File: config.mk
export PLATFORM = sky130hd
export DESIGN_NAME = irq_controller
export DESIGN_NICKNAME = d
export VERILOG_FILES = /design/src/rtl/irq_pkg.sv /design/src/rtl/irq_sync.sv /design/src/rtl/irq_controller.sv
export SDC_FILE = /design/constraint.sdc
export NUM_CORES = 1
export LEC_CHECK = 0
export CAP_MARGIN = 20
export CELL_PAD_IN_SITES_DETAIL_PLACEMENT = 1
export CELL_PAD_IN_SITES_GLOBAL_PLACEMENT = 1
export CORE_MARGIN = 3
export CORE_UTILIZATION = 35
export CTS_BUF_LIST = sky130_fd_sc_hd__clkbuf_8
export DETAILED_ROUTE_END_ITERATION = 6
export PLACE_DENSITY_LB_ADDON = 0.1
export SLEW_MARGIN = 40
export SYNTH_ARGS = -nofsm -noshare
export SYNTH_HDL_FRONTEND = slang
export SYNTH_SLANG_ARGS = --single-unit
File: constraint.sdc
create_clock -name clk -period 2 [get_ports clk]
set_clock_uncertainty 0.2 [all_clocks]
set_input_delay 0.4 -clock clk [delete_from_list [all_inputs] [get_ports clk]]
set_output_delay 0.4 -clock clk [all_outputs]
set_load 0.01 [all_outputs]
File: src/rtl/irq_pkg.sv
// Shared definitions for the interrupt controller: source count default,
// FSM state encoding, cause width and the fixed-priority encoder.
package irq_pkg;

   localparam int N_SRC_DEF = 8;
   localparam int MAX_SRC   = 8;
   localparam int CAUSE_W   = 3;

   typedef enum logic [1:0] {
      IDLE    = 2'd0,
      REQ     = 2'd1,
      SERVICE = 2'd2
   } irq_state_e;

   // Lowest set index wins; index 0 is the highest priority.
   function automatic logic [CAUSE_W-1:0] prio_enc(input logic [MAX_SRC-1:0] vec);
      prio_enc = '0;
      for (int i = MAX_SRC - 1; i >= 0; i--) begin
         if (vec[i]) prio_enc = CAUSE_W'(i);
      end
   endfunction

endpackage

File: src/rtl/irq_sync.sv
// Per-line two-flop synchronizer followed by a delay flop for rising-edge
// detection. prev resets to 0 so a line already high at reset release
// produces exactly one edge.
module irq_sync #(
   parameter int N = 8
) (
   input  logic         clk,
   input  logic         clr_n,
   input  logic [N-1:0] hw_irq,
   output logic [N-1:0] rise
);

   logic [N-1:0] s1;
   logic [N-1:0] s2;
   logic [N-1:0] prev;

   // Synchronize the raw lines and keep one cycle of history for the edge.
   always_ff @(posedge clk or negedge clr_n) begin
      if (!clr_n) begin
         s1   <= '0;
         s2   <= '0;
         prev <= '0;
      end else begin
         s1   <= hw_irq;
         s2   <= s1;
         prev <= s2;
      end
   end

   assign rise = s2 & ~prev;

endmodule

File: src/rtl/irq_controller.sv
// Interrupt controller: edge-captured pending register, CPU-written mask,
// fixed-priority selection and a non-nesting request/service handshake.
//
// state   | meaning
// --------+-------------------------------------------------------------
// IDLE    | no request presented; waiting for an unmasked pending bit
// REQ     | irq_req high, cause frozen; waiting for irq_ack
// SERVICE | handler running, irq_busy high; waiting for irq_eret
module irq_controller
   import irq_pkg::*;
#(
   parameter int N_SRC = N_SRC_DEF
) (
   input  logic               clk,
   input  logic               clr_n,
   input  logic [N_SRC-1:0]   hw_irq,
   input  logic               cfg_we,
   input  logic [N_SRC-1:0]   cfg_wdata,
   input  logic               irq_ack,
   input  logic               irq_eret,
   output logic               irq_req,
   output logic [CAUSE_W-1:0] irq_cause,
   output logic [N_SRC-1:0]   irq_pending,
   output logic [N_SRC-1:0]   irq_mask,
   output logic               irq_busy
);

   irq_state_e         state_q;
   irq_state_e         state_d;
   logic [N_SRC-1:0]   rise;
   logic [N_SRC-1:0]   pending_q;
   logic [N_SRC-1:0]   mask_q;
   logic [N_SRC-1:0]   clr_vec;
   logic [MAX_SRC-1:0] pm_ext;
   logic [CAUSE_W-1:0] cause_q;
   logic               pm_any;
   logic               ack_take;

   irq_sync #(.N(N_SRC)) u_sync (
      .clk    (clk),
      .clr_n  (clr_n),
      .hw_irq (hw_irq),
      .rise   (rise)
   );

   // Mask register; writing it never touches pending.
   always_ff @(posedge clk or negedge clr_n) begin
      if (!clr_n) mask_q <= '0;
      else if (cfg_we) mask_q <= cfg_wdata;
   end

   assign ack_take = (state_q == REQ) && irq_ack;

   // One-hot clear of the accepted cause, only on an ack that is honoured.
   always_comb begin
      clr_vec = '0;
      for (int i = 0; i < N_SRC; i++) begin
         clr_vec[i] = ack_take && (cause_q == CAUSE_W'(i));
      end
   end

   // Pending capture; a new edge on the same bit beats the clear.
   always_ff @(posedge clk or negedge clr_n) begin
      if (!clr_n) pending_q <= '0;
      else pending_q <= (pending_q & ~clr_vec) | rise;
   end

   // Zero-extend the eligible set to the encoder's fixed width.
   always_comb begin
      pm_ext = '0;
      pm_ext[N_SRC-1:0] = pending_q & mask_q;
   end

   assign pm_any = |pm_ext;

   // State register.
   always_ff @(posedge clk or negedge clr_n) begin
      if (!clr_n) state_q <= IDLE;
      else state_q <= state_d;
   end

   // Next-state logic; stray ack/eret fall through to the hold default.
   always_comb begin
      state_d = state_q;
      case (state_q)
         IDLE:    if (pm_any) state_d = REQ;
         REQ:     if (irq_ack) state_d = SERVICE;
         SERVICE: if (irq_eret) state_d = IDLE;
         default: state_d = IDLE;
      endcase
   end

   // Cause is frozen on entry to REQ so later edges or mask writes cannot move it.
   always_ff @(posedge clk or negedge clr_n) begin
      if (!clr_n) cause_q <= '0;
      else if ((state_q == IDLE) && pm_any) cause_q <= prio_enc(pm_ext);
   end

   assign irq_req     = (state_q == REQ);
   assign irq_busy    = (state_q == SERVICE);
   assign irq_cause   = cause_q;
   assign irq_pending = pending_q;
   assign irq_mask    = mask_q;

endmodule

==> run metrics <==
status completed; final setup margin 0.1030 ns; Mapped Avg Cell Area 13.65 um^2; Leak 0.9286 nW; Seq/Total Area, Yosys 72.35%; Final Critical Period 1.897 ns; vias in the first global route 1159; WP data required 1.40 ns; global-route wire length before repair 5.554 mm; Die W 72.69 um; Final Hold Viols 0; RSZ-0062 raised after global routing no; post-synthesis net count 135; critical path's top delay family buffers and inverters; Cells after Synth 114; Die ar. 5283 um^2; crit path DAT 1.30 ns; Commonest cells post-synth dfrtp_1 (45), o21ai_0 (15), inv_1 (9), mux2_2 (8), nand2_1 (8); ranking of synthesized cells by area dfrtp_1 (72%), mux2_2 (5.8%), o21ai_0 (4.8%), a22oi_1 (2.4%), inv_1 (2.2%); Final period util 94.85%; flops & latches, synth 45; most common cell in the netlist dfrtp_1; number of core rows 23; CTS tree built; DR DRC count 0; post-synth top area share 72.35%; via count 1085; CP Capture Type output pin; setup violators final 0; H-Tree Level Count 2; clk sinks 45; Worst-Skew Late Latency 0.29 ns; worst slew pin tran 0.5649 ns; max-slew violation count 0; antenna-violating nets left 0; # IOs 42; first-pass detailed-route iteration total 4; Worst Path Max Fanout 7; post-place setup slack 0.04052 ns; DRT Wirelength 3.407 mm; Max VDD drop 0.6251 mV; GRT Total Usage 13.99%; MaxCap Viol Count 0; largest net degree at the start of global routing 46; CP Cell Sequence clkdlybuf4s50_1; DR WL/cell 15.77 um; YS warnings 0; Area growth, synth to finish 39.07%; Root Buffer Master clkbuf_8; Clock transition at path regs 0.08 ns; CTS max path bufs 2; Core Region 4144 um^2; synthesized area 1556 um^2; ys async rst share 100.0%; Startpoint Class flip-flop; max_slew headroom 62.34%; port bufs 41; CP bufs+invs 1; TNS Setup 0 ns; post-synth cell types 21; number of DRC markers in iteration 0 47; Nets 186; share of cells above drive strength 1 15.06%; Max Freq 527.2 MHz; drt via density 5.023; Power per Cell Area 1194 nW/um^2; Initial Utilization 37.56%; HP Class flip-flop to flip-flop; total gr overflow 0; dpl hpwl 2.450 mm; antenna violations before repair 0; largest area contributor in the netlist dfrtp_1; gp weighted congestion 0.8146; ys flop type dfrtp_1; Die Height 72.69 um; CP Class flip-flop to output pin; largest stage delay on the critical path 0.56 ns; antenna diode count 0; critical path's slowest cell clkdlybuf4s50_1; CTS Buf Count 5; Post-synth EDFFs 0
where the power goes:
group	switching, mW	internal, mW	leakage, nW
Combinational	0.316	0.385	0.365
Sequential	0.167	1.06	0.504
Clock	0.292	0.370	0.0595
Total	0.775	1.81	0.929
path summary, 6_finish.rpt:
path / startpoint / endpoint / slack, ns / depth (start not counted)
worst max-delay path: irq_cause[1]$_DFFE_PN0P_ / irq_cause[1] / 0.10 / 1
worst min-delay path: u_sync.s1[6]$_DFF_PN0_ / u_sync.s2[6]$_DFF_PN0_ / 0.15 / 0
worst max register to register: irq_mask[3]$_DFFE_PN0P_ / irq_cause[0]$_DFFE_PN0P_ / 0.39 / 4
worst min register to register: u_sync.s1[6]$_DFF_PN0_ / u_sync.s2[6]$_DFF_PN0_ / 0.15 / 0
max in group asynchronous: clr_n / irq_cause[1]$_DFFE_PN0P_ / 0.68 / 3
min in group asynchronous: clr_n / irq_mask[4]$_DFFE_PN0P_ / 0.52 / 3
layer usage:
metal | vias up | GRT usage (%) | part of all wire (%)
met5 | - | 0 | 0
met4 | 0 | 7.172 | 2.3
met3 | 8 | 3.719 | 5.3
met1 | 545 | 17.15 | 42
met2 | 30 | 22.65 | 50
li1 | 502 | - | -
worst register-to-register path, cell delays in order, from the launching register on:
cell,delay (ns)
dfrtp_1,0.42
a22oi_1,0.38
nand4_1,0.22
a21oi_1,0.19
a31oi_1,0.06
kinds of logic after synthesis:
group | count (synthesis) | synth area share, %
flip-flops | 45 | 72.35
AO/OA/AOI/OAI | 33 | 13.26
AND/OR/NAND/NOR | 18 | 6.190
buffers and inverters | 10 | 2.411
multiplexers | 8 | 5.788
layout by cell type (no fill, tap or decap), types with 2 or more instances in the layout:
| cell | instances |
|---|---|
| nand2_1 | 8 |
| a21oi_1 | 5 |
| buf_4 | 3 |
| and2b_2 | 2 |
| clkdlybuf4s50_1 | 38 |
| dlygate4sd2_1 | 2 |
| inv_1 | 10 |
| nand2b_1 | 3 |
| dfrtp_2 | 2 |
| dfrtp_1 | 43 |
| a32o_1 | 2 |
| a22oi_1 | 5 |
| o21ai_0 | 15 |
| clkbuf_8 | 5 |
| nor2_1 | 2 |
| mux2_2 | 8 |
sequential cells by signal (all words and copies together), names as in the netlist:
signal       flops
u_sync.s1        8
irq_pending      8
u_sync.prev      8
irq_mask         8
state_q          2
irq_cause        3
u_sync.s2        8
per-stage QoR:
| step | cell area, um^2 | hold slack [ns] | util, % | power (mW) | cells |
|---|---|---|---|---|---|
| floorplan | 1556 | -0.09559 | - | 1.510 | 114 |
| global placement | 2028 | 0.1318 | 48.94 | 1.890 | 205 |
| detailed placement | 2028 | 0.1356 | 48.94 | 1.924 | 205 |
| CTS | 2162 | 0.1555 | 52.17 | 2.613 | 216 |
| global route | 2165 | 0.1690 | 52.23 | 2.754 | 216 |
| finish | 2165 | 0.1525 | 52.23 | 2.586 | 216 |
repair_timing:
action / in CTS / in global routing
hold endpoints to repair: 7 / 0
pin swaps: 0 / 0
setup endpoints to repair: 2 / 2
resized for setup: 2 / 2
hold buffers: 1 / 0
buffers inserted: 2 / 0
layout make-up:
| type | count | area (um^2) |
|---|---|---|
| fill | 441 | 1979 |
| sequential | 45 | 1129 |
| multi-input combinational | 59 | 392.9 |
| inverter | 9 | 33.78 |
| tap | 50 | 62.56 |
| clock buffer | 5 | 68.82 |
| clock inverter | 3 | 42.54 |
| timing repair buffer | 45 | 435.4 |
(Power assumes the default switching activity.)
